==> src/rtl/mms_line_fill_rsp.sv <==
// mms_line_fill_rsp: critical-word-first 4-word line fill, one memory read outstanding
module mms_line_fill_rsp #(
   parameter int ADDR_WD = 32,
   parameter int DATA_WD = 32
) (
   input  logic                 clk,
   input  logic                 rst_n,
   input  logic                 req_valid_i,
   output logic                 req_ready_o,
   input  logic [ADDR_WD-1:0]   req_addr_i,
   output logic                 rsp_valid_o,
   input  logic                 rsp_ready_i,
   output logic [4*DATA_WD-1:0] rsp_line_o,
   output logic [ADDR_WD-1:0]   rsp_addr_o,
   output logic                 mem_req_valid_o,
   input  logic                 mem_req_ready_i,
   output logic [ADDR_WD-1:0]   mem_addr_o,
   input  logic                 mem_rsp_valid_i,
   input  logic [DATA_WD-1:0]   mem_rdata_i
);
   typedef enum logic [1:0] {IDLE, MREQ, MWAIT, RESP} state_e;
   state_e                  state_q, state_d;
   logic [ADDR_WD-5:0]      base_q, base_d;
   logic [1:0]              start_q, start_d, cnt_q, cnt_d, widx;
   logic [3:0][DATA_WD-1:0] line_q, line_d;
   logic                    unused_addr_bits;
   assign unused_addr_bits = ^req_addr_i[1:0];
   assign widx            = start_q + cnt_q;
   assign req_ready_o     = state_q == IDLE;
   assign mem_req_valid_o = state_q == MREQ;
   assign rsp_valid_o     = state_q == RESP;
   assign mem_addr_o      = {base_q, widx, 2'b00};
   assign rsp_addr_o      = {base_q, 4'b0000};
   assign rsp_line_o      = line_q;
   // next state: capture request, walk words from the critical one, store by word index
   always_comb begin
      state_d = state_q;
      base_d  = base_q;
      start_d = start_q;
      cnt_d   = cnt_q;
      line_d  = line_q;
      case (state_q)
         IDLE: if (req_valid_i) begin
            base_d  = req_addr_i[ADDR_WD-1:4];
            start_d = req_addr_i[3:2];
            cnt_d   = 2'd0;
            state_d = MREQ;
         end
         MREQ: state_d = mem_req_ready_i ? MWAIT : MREQ;
         MWAIT: if (mem_rsp_valid_i) begin
            line_d[widx] = mem_rdata_i;
            cnt_d        = cnt_q == 2'd3 ? cnt_q : cnt_q + 2'd1;
            state_d      = cnt_q == 2'd3 ? RESP : MREQ;
         end
         RESP: state_d = rsp_ready_i ? IDLE : RESP;
         default: state_d = IDLE;
      endcase
   end
   // state registers, cleared asynchronously so a fill in progress is abandoned
   always_ff @(posedge clk or negedge rst_n) begin
      if (!rst_n) begin
         state_q <= IDLE;
         base_q  <= '0;
         start_q <= '0;
         cnt_q   <= '0;
         line_q  <= '0;
      end else begin
         state_q <= state_d;
         base_q  <= base_d;
         start_q <= start_d;
         cnt_q   <= cnt_d;
         line_q  <= line_d;
      end
   end
endmodule

==> config.mk <==
export PLATFORM = sky130hd
export DESIGN_NAME = mms_line_fill_rsp
export DESIGN_NICKNAME = d
export VERILOG_FILES = /design/src/rtl/mms_line_fill_rsp.sv
export SDC_FILE = /design/constraint.sdc
export NUM_CORES = 1
export LEC_CHECK = 0
export ABC_AREA = 0
export CAP_MARGIN = 20
export CELL_PAD_IN_SITES_DETAIL_PLACEMENT = 2
export CELL_PAD_IN_SITES_GLOBAL_PLACEMENT = 2
export CORE_MARGIN = 2
export CORE_UTILIZATION = 31
export CTS_CLUSTER_SIZE = 30
export DETAILED_ROUTE_END_ITERATION = 12
export GPL_ROUTABILITY_DRIVEN = 0
export MAX_ROUTING_LAYER = met4
export PLACE_DENSITY = 0.84
export SLEW_MARGIN = 20
export SYNTH_ARGS = -nofsm -noshare
export SYNTH_HDL_FRONTEND = slang
export SYNTH_SLANG_ARGS = --single-unit
==> constraint.sdc <==
create_clock -name clk -period 5.5 [get_ports clk]
set_clock_uncertainty 0.1 [all_clocks]
set_input_delay 1.65 -clock clk [delete_from_list [all_inputs] [get_ports clk]]
set_output_delay 1.65 -clock clk [all_outputs]
set_load 0.01 [all_outputs]
Yosys cells after proc, flatten, opt, wreduce, memory -nomap -nowiden:

Index checks and enable logic that the tools add are counted.

* bits in registers: 162
* input bits: 70
* output and inout port bits: 195
* logic and storage cells: 39

* add/sub/neg operators: 2
* $lt $le $gt $ge: 2
* equality and inequality tests: 7
* mux-type cells: 13
* reduce and logical (&&, ||, !) cells: 7

Operators by type and width (number)
* bitwise mux 128 bit: 1
* demux 32 bit (select 2 bit): 1
* two-way mux 32 bit: 1
* two-way mux 2 bit: 8
* one-hot mux 2 bit (4 select lines): 1
* equality test 2 bit, second input constant: 3
* != test 2 bit, second input constant: 3
* AND reduction 2 bit: 3
* one-hot mux 2 bit (2 select lines): 1
* AND reduction 4 bit: 1
* < comparator 2 x 3 -> 1 bit, second input constant: 1
* adder 2 x 1 -> 2 bit, second input constant: 1
* adder 2 bit: 1
* equality test 2 x 1 -> 1 bit, second input constant: 1
* greater-or-equal comparator 2 x 1 -> 1 bit, second input constant: 1
* zero test 2 bit: 1
* nonzero test 2 bit: 1
* logical AND 1 bit: 1

Logic depth before layout (Yosys ltp):

Gate-level depths: netlist of the first run.

* word-level depth: 6
* gate-level depth with buffers: 6
* depth with buffers taken out: 4

Least setup slack after synthesis of the first run:

OpenSTA, ideal clock, no wires.

* path type: input to register
* start point: input port mem_rsp_valid_i
* end point: register line_q (netlist bit rsp_line_o[85])
* setup time: 0.127 ns
* arrival: 2.632 ns
* data required time: 5.273 ns
* path slack: 2.641 ns
* stages: 5
* buffers on the path: 2
* cells stage by stage: nor4bb_1 nor2b_2 buf_6 buf_6 mux2_1

* cells in the longest elaborated chain, start to end: 1

Ends and longest elaborated chain
* from (decl): RTL line 18 `input logic mem_rsp_valid_i,`
* AND reduction 2 bit (no line)
* to (signal assigned): RTL line 72 `line_q <= line_d;`
* to (decl): RTL line 25 `logic [3:0][DATA_WD-1:0] line_q, line_d;`

No other way between the ends.
A chain may end at the register's enable or synchronous reset.

Final worst setup path of the first run:

* start point: register cnt_q[0]
* end point: output port mem_addr_o[3]

* cells in the longest elaborated chain, start to end: 1

Ends and longest elaborated chain
* from (decl): RTL line 24 `logic [1:0] start_q, start_d, cnt_q, cnt_d, widx;`
* from (signal assigned): RTL line 71 `cnt_q <= cnt_d;`
* adder 2 bit: RTL line 28 `assign widx = start_q + cnt_q;`
* to (decl): RTL line 17 `output logic [ADDR_WD-1:0] mem_addr_o,`

No other way between the ends.

==> results of run 1 <==
## layout make-up
class | instances | area share (%)
Clock inverter | 13 | 1.53
Multi-Input combinational cell | 195 | 21.7
Inverter | 2 | 0.0771
Tap cell | 275 | 3.53
Sequential cell | 162 | 41.6
Clock buffer | 18 | 4.51
Timing Repair Buffer | 261 | 27.0
## cells in the final DEF, fill, tap and decap left out
cell	n
clkbuf_16	17
clkdlybuf4s50_1	255
inv_8	1
bufinv_16	2
nor2b_4	2
and4b_1	1
xnor3_2	1
clkinv_2	2
inv_1	2
clkinv_4	1
mux2_4	20
buf_4	3
o21bai_1	1
inv_6	5
nand2_2	2
nor2_1	3
and2_1	2
a21oi_1	1
clkbuf_8	2
buf_12	2
nand2_1	2
mux2_2	101
clkinvlp_4	2
nor2b_1	3
nor4bb_1	2
mux2i_1	2
nand2b_1	1
conb_1	6
ha_1	2
mux2_1	37
dfrtp_1	162
o21ai_0	5
o2bb2ai_1	1
## how the worst max path moves through the flow
stage / start / end / slack [ps] / depth (start not counted)
5_1_grt: cnt_q[0] / mem_addr_o[3] / 1430 / 4
6_report: cnt_q[0] / mem_addr_o[3] / 1550 / 4
3_3_place_gp: mem_rsp_valid_i / rsp_line_o[79] / 1390 / 5
2_1_floorplan: mem_rsp_valid_i / rsp_line_o[85] / 2640 / 5
4_1_cts: cnt_q[0] / mem_addr_o[3] / 1510 / 4
3_5_place_dp: mem_rsp_valid_i / rsp_line_o[75] / 1270 / 5
## power by group
group          internal, mW  switching, mW  total (mW)
combinational          1.73           1.07        2.80
sequential             1.76          0.384        2.15
clock                 0.688          0.505        1.19
total                  4.17           1.96        6.14
## sequential cells by signal, summed over array words and instances (netlist names)
register	count
base_q	28
state_q	2
start_q	2
rsp_line_o	128
cnt_q	2
## kinds of logic after synthesis
logic type / after synthesis / synth area share [%]
fa+ha+maj: 2 / 0.381
xor+xnor: 1 / 0.362
flops: 162 / 61.7
buf+inv: 55 / 6.55
simple gates: 18 / 1.70
compound gates: 8 / 0.705
mux: 160 / 28.5
other cells: 1 / 0.0571
## metal layers
metal | up-vias | wire, µm | share of wire (%)
met5 | - | 0 | 0
met2 | 144 | 10500 | 54
li1 | 1839 | - | -
met4 | 0 | 347 | 1.8
met1 | 2206 | 7420 | 38
met3 | 26 | 1090 | 5.6
## worst max-delay path: cells and delay by family (launching register included)
family / cells / cell delay (ps)
adders and majority gates: 1 / 190
xor gates and xnor gates: 1 / 510
buffers and inverters: 2 / 660
DFF: 1 / 430
## stage by stage
step	power, mW	instance area (µm²)	util (%)
floorplan	3.35	6590	-
global placement	4.82	9150	43.8
detailed placement	5.00	9150	43.8
CTS	6.25	9740	46.6
global route	6.48	9740	46.6
finish	6.14	9740	46.6
==> results.toml, run 1 <==
[status]
status = "finished, final reports clean"

[synth]
netlist_area_um2 = 6570
synth_top_cell_by_area = "dfrtp_1"
synthCells = 407
synth_edf_count = 0
synthTopCellsByArea = "dfrtp_1 (62%), mux2_2 (17%), mux2_1 (6.3%), buf_4 (4.7%), mux2_4 (4.6%)"
synth_top_area_share_pct = 61.7
synth.top_cells.by_count = "dfrtp_1 (162), mux2_2 (101), buf_4 (41)"
async_flop_share_pct = 100
synth_ff_type = "dfrtp_1"
synth_warnings = 0
seq_area_frac_synth_pct = 61.7
yosysMostFrequentCell = "dfrtp_1"
synth-seq-cells = 162
synth_area_per_cell_um2 = 16.1
synth.distinct_cells = 26

[critical_path]
required_ps = 3750
crit_path_max_incr_delay_ps = 570
reg2reg_to = "rsp_line_o[75]"
crit_path_end_kind = "primary output"
timing.rr.start = "cnt_q[0]"
cp-start-kind = "flop"
cp.arrival_ps = 2200
slowest_stage = "clkdlybuf4s50_1"
crit_fanout = 5
path_cells = "ha_1 -> xnor3_2 -> inv_1 -> clkdlybuf4s50_1"
r2r_cells = 5
reg2reg_slack_ps = 2680
worstSetupPathType = "flop to primary output"

[sta]
timing.final.ws_setup_ps = 1550
rsz0062_at_grt = "false"
setup_tns_ps = 0
maxSlewHeadroom_pct = 27.8
period_share_pct = 71.9
min_period_ps = 3950
max_freq_mhz = 253
hold_slack_ps = 393
hold_viol = 0
worst_pin_slew_ps = 1080
slew_violations = 0
final-setup-viol-count = 0

[grt]
grt_max_degree = 110
grtUsageMet1_pct = 20.8
top_usage_layer = "met2"
met3_usage_pct = 4.76
grt.total_usage_pct = 18.4
gr-total-overflow = 0
grt_pass1_vias = 4912
grt_util_met2_pct = 32.3
grt_antenna_before_repair = 0
grt_pass1_wl_um = 30000

[clock_tree]
clk_latency_ps = 420
htreeDepth = 4
cts_tree = "done"
root_buffer = "clkbuf_16"
postCtsHoldBufs = 0
clk_pin_slew_ps = 60
post_cts_resize_count = 0
clock-sinks = 162
post-cts-setup-buffers = 0
clockBufferDepth = 2
cts_inserted_buffers = 17

[layout]
instances_no_fill = 926
drive_gt1_share_pct = 25.0
nets = 711
multi_input_area_um2 = 2120
nFillCells = 2002
ff_latch_area_um2 = 4050
diodes = 0
area_growth_syn_to_layout_pct = 48.3

[detailed_routing]
wire_per_inst_um = 20.9
ant_nets = 0
routed_wl_um = 19400
drc = 0
routed-via-count = 4215
via_per_inst = 4.55
first_pass_iters = 4
drtIter0Drc = 102

[placement]
dpl.cell_count = 895
port_buffers = 256
pre_cts_ws_ps = 1270
hpwl_um = 13800

[die]
core_um2 = 20900
dieArea_um2 = 22400
num_rows = 53
initial_utilization_pct = 31.4
die_y_um = 150
boundaryPins = 265
dieWidth_um = 150

[power]
p_leak_nw = 4.23
power.density_nw_per_um2 = 630
irDropWorstVdd_uv = 205

[worst_hold_path]
hold_path.class = "flop to flop"
hold_start = "rsp_line_o[125]"
whs_endpoint = "rsp_line_o[125]"
worstHoldPathCells = 1

[run]
maxCapViolCount = 0
Note: power is estimated with default switching activity, not from simulation.
==> run 2: changes to the inputs <==
CORE_UTILIZATION = 29   (was 31)
PLACE_DENSITY = 0.79   (was 0.84)
clock period = 4.06 ns   (was 5.5 ns; I/O delays follow)
==> run 2 against run 1 <==
  * Clock-buffer cell count up 1
  * Combinational power grew 35%
  * Setup slack got worse by 1000 ps
  * Die area up 6.7%
  * Routed wire length is 0.49% lower
  * Total power up 35%
  * Critical path type unchanged
  * Largest power group unchanged
==> results.toml, run 2 (synthesis gave the netlist of run 1 again) <==
[die]
initial_utilization_pct = 29.3
num_rows = 55
core_um2 = 22400
dieArea_um2 = 23900
boundaryPins = 265
die_y_um = 155
dieWidth_um = 155

[critical_path]
cp.arrival_ps = 2200
crit_path_end_kind = "primary output"
timing.rr.start = "cnt_q[0]"
cp_top_family = "buffers and inverters"
critical_path.startpoint = "cnt_q[0]"
worstSetupPathType = "flop to primary output"
crit_path_max_incr_delay_ps = 560
critical_path_buf_inv_count = 2
cp-start-kind = "flop"
required_ps = 2740
crit_fanout = 5
path_cells = "ha_1 -> xnor3_2 -> inv_1 -> clkdlybuf4s50_1"
slowest_stage = "clkdlybuf4s50_1"

[detailed_routing]
first_pass_iters = 4
routed-via-count = 4187
drtIter0Drc = 69
ant_nets = 0
drc = 0
routed_wl_um = 19300
via_per_inst = 4.45
wire_per_inst_um = 20.5

[layout]
utilization_pct = 43.6
diodes = 0
mostFrequentLayoutCell = "clkdlybuf4s50_1"
nFillCells = 2188
drive_gt1_share_pct = 25.5
area_growth_syn_to_layout_pct = 49.0
ff_latch_area_um2 = 4050
layout_common_cells = "clkdlybuf4s50_1 (255), dfrtp_1 (162), mux2_2 (101), mux2_1 (37), mux2_4 (20)"
nets = 715
largest_register_ffs = 128
multi_input_area_um2 = 2120

[placement]
hpwl_um = 13800
port_buffers = 256

[grt]
grt_max_degree = 69
grt.total_usage_pct = 17.2
grt_pass1_vias = 4959
gr-total-overflow = 0
grt_pass1_wl_um = 30200
grt_antenna_before_repair = 0

[clock_tree]
clk_latency_ps = 420
cts_inserted_buffers = 17
post-cts-setup-buffers = 0
cts_tree = "done"
clock-sinks = 162
htreeDepth = 4
root_buffer = "clkbuf_16"
post_cts_resize_count = 0
postCtsHoldBufs = 0
clk_pin_slew_ps = 70
clockBufferDepth = 2

[worst_hold_path]
hold_path.class = "flop to flop"
hold_start = "rsp_line_o[86]"

[sta]
final-setup-viol-count = 0
max_freq_mhz = 284
min_period_ps = 3520
slew_violations = 0
rsz0062_at_grt = "false"
period_share_pct = 86.7
maxSlewHeadroom_pct = 63.9
worst_pin_slew_ps = 534
setup_tns_ps = 0
hold_viol = 0

[status]
status = "finished, final reports clean"

[run]
maxCapViolCount = 0

[power]
power.density_nw_per_um2 = 847
p_leak_nw = 4.25
irDropWorstVdd_uv = 313
[run 2: cell types whose count changed in the layout (fill, tap and decap cells not counted), sizes merged]
cell,before,now
buf,5,10
bufinv,2,1
inv,8,9
[run 2: where the power goes]
part | leakage [nW] | total (mW) | switching (mW) | internal (mW)
logic | 1.94 | 3.78 | 1.44 | 2.34
clock network | 0.279 | 1.59 | 0.709 | 0.882
registers | 2.03 | 2.91 | 0.523 | 2.39
[run 2: per-layer routing]
| metal | wire length, µm | GRT usage, % |
|---|---|---|
| met5 | 0 | - |
| met3 | 1090 | 4.88 |
| met2 | 10600 | 30.9 |
| met1 | 7390 | 18.8 |
| met4 | 223 | 4.23 |
[run 2: path summary, 6_finish.rpt]
kind,end,slack [ps],depth (start not counted)
hold / removal,rsp_line_o[86],390,1
min in group asynchronous,rsp_line_o[69],650,1
max in group asynchronous,rsp_line_o[57],2270,2
hold reg to reg,rsp_line_o[86],390,1
setup reg to reg,rsp_line_o[64],1580,5
setup / recovery,mem_addr_o[3],540,4
[run 2: metrics by stage]
step	hold WS (ps)	cells	setup WS [ps]	instance area (µm²)	total power [mW]
3_5_place_dp	385	909	578	9210	6.76
4_1_cts	404	941	495	9790	8.45
2_1_floorplan	387	412	1630	6590	4.54
6_report	394	941	539	9790	8.28
5_1_grt	411	941	443	9790	8.76
3_3_place_gp	367	909	634	9210	6.55
[run 2: worst register-to-register path, delay by kind of cell, from the launching register on]
kind | cells | cell delay (ps)
AND/OR/NAND/NOR | 2 | 780
multiplexers | 1 | 390
flip-flops | 1 | 440
buffers and inverters | 1 | 310
adder cells (fa/ha/maj) | 1 | 350
[run 2: cell type report]
| class | count | share of cell area, % |
|---|---|---|
| Clock buffer | 19 | 4.53 |
| Clock inverter | 13 | 1.41 |
| Inverter | 2 | 0.0767 |
| Multi-Input combinational cell | 195 | 21.6 |
| Sequential cell | 162 | 41.4 |
| Tap cell | 285 | 3.64 |
| Timing Repair Buffer | 265 | 27.3 |
==> run 3: changes to the inputs <==
CORE_MARGIN = 8   (was 2)
==> run 3 against run 2 <==
  * Routed wire length rose by 7.3%
  * Core utilization barely moved
  * Total power up 0.44%
  * Via count grew 0.84%
  * Setup slack worse by 23 ps
  * Flip-flop and latch count did not move
  * Largest cell class unchanged
==> results.toml, run 3 (synthesis gave the netlist of run 1 again) <==
[status]
status = "finished, final reports clean"

[die]
dieWidth_um = 167
initial_utilization_pct = 29.3
dieArea_um2 = 27700
boundaryPins = 265
num_rows = 55
core_um2 = 22400
die_y_um = 167

[layout]
nFillCells = 2185
nets = 715
largest_register_ffs = 128
layout_common_cells = "clkdlybuf4s50_1 (255), dfrtp_1 (162), mux2_2 (101), mux2_1 (37), mux2_4 (20)"
utilization_pct = 43.7
area_growth_syn_to_layout_pct = 49.1
final_area_um2 = 9790
drive_gt1_share_pct = 25.6
mostFrequentLayoutCell = "clkdlybuf4s50_1"

[sta]
maxSlewHeadroom_pct = 62.2
slew_violations = 0
max_freq_mhz = 282
setup_tns_ps = 0
period_share_pct = 87.3
min_period_ps = 3540
final-setup-viol-count = 0
hold_viol = 0
rsz0062_at_grt = "false"
hold_slack_ps = 383
worst_pin_slew_ps = 568

[critical_path]
cp-start-kind = "flop"
required_ps = 2740
crit_path_end_kind = "primary output"
reg2reg_slack_ps = 1590
worstSetupPathType = "flop to primary output"
cp.arrival_ps = 2230
crit_fanout = 5

[detailed_routing]
routed-via-count = 4222
first_pass_iters = 3
routed_wl_um = 20700
ant_nets = 0
drtIter0Drc = 134
via_per_inst = 4.48
drc = 0
wire_per_inst_um = 22.0

[clock_tree]
post-cts-setup-buffers = 0
postCtsHoldBufs = 0
htreeDepth = 4
clk_pin_slew_ps = 70
post_cts_resize_count = 0
cts_tree = "done"
clock-sinks = 162
cts_inserted_buffers = 17
clk_latency_ps = 410
root_buffer = "clkbuf_16"
clockBufferDepth = 2

[run]
maxCapViolCount = 0

[grt]
grt_pass1_vias = 5166
grt_antenna_before_repair = 1
grt_pass1_wl_um = 32300
grt.total_usage_pct = 15.6
grt_max_degree = 74
gr-total-overflow = 0

[power]
p_leak_nw = 4.25
irDropWorstVdd_uv = 280
total_power_mw = 8.32
power.density_nw_per_um2 = 850

[worst_hold_path]
hold_path.class = "flop to flop"

[placement]
dpl-instance-area_um2 = 9210
port_buffers = 256
hpwl_um = 15400
run 3: changes by cell type in the layout (fill, tap and decap cells not counted):
cell,before,now
diode_2,0,1
clkbuf_1,1,0
clkinvlp_4,2,3
inv_6,5,3
clkinv_4,3,1
clkbuf_8,1,3
clkinv_2,0,2
run 3: cell type report:
class / count / area, µm² / area share [%]
inverters: 2 / 7.51 / 0.0766
flip-flops and latches: 162 / 4050 / 41.4
clock buffers: 20 / 467 / 4.76
clock inverters: 12 / 120 / 1.23
well taps: 285 / 357 / 3.64
multi-input cells: 195 / 2120 / 21.6
repair buffers: 265 / 2670 / 27.2
diodes: 1 / 2.50 / 0.0255
run 3: worst max-delay path, stage by stage, from the launching register on:
cell,delay (ps)
dfrtp_1,440
ha_1,190
xnor3_2,530
inv_1,90
clkdlybuf4s50_1,560
run 3: path summary, 6_finish.rpt:
path | start | endpoint | cells after the start
max | cnt_q[0] | mem_addr_o[3] | 4
max in group asynchronous | rst_n | rsp_line_o[52] | 2
min in group asynchronous | rst_n | rsp_line_o[57] | 1
min | rsp_line_o[86] | rsp_line_o[86] | 1
min reg2reg | rsp_line_o[86] | rsp_line_o[86] | 1
max reg2reg | cnt_q[0] | rsp_line_o[90] | 5
run 3: layer usage:
layer / up-vias / part of all wire, % / GRT usage [%]
li1: 1844 / - / -
met1: 2203 / 38 / 16.1
met2: 150 / 53 / 26.9
met3: 25 / 7.1 / 5.44
met4: 0 / 2.4 / 5.99
met5: - / 0 / -
run 3: report_power, final:
group / total, mW / internal (mW) / switching, mW
clock network: 1.60 / 0.907 / 0.692
logic: 3.83 / 2.34 / 1.49
registers: 2.89 / 2.39 / 0.508
run 3: metrics by stage:
| step | cells | setup slack, ps |
|---|---|---|
| 3_5_place_dp | 909 | 620 |
| 6_report | 942 | 516 |
| 2_1_floorplan | 412 | 1630 |
| 4_1_cts | 941 | 476 |
| 5_1_grt | 942 | 428 |
| 3_3_place_gp | 909 | 648 |
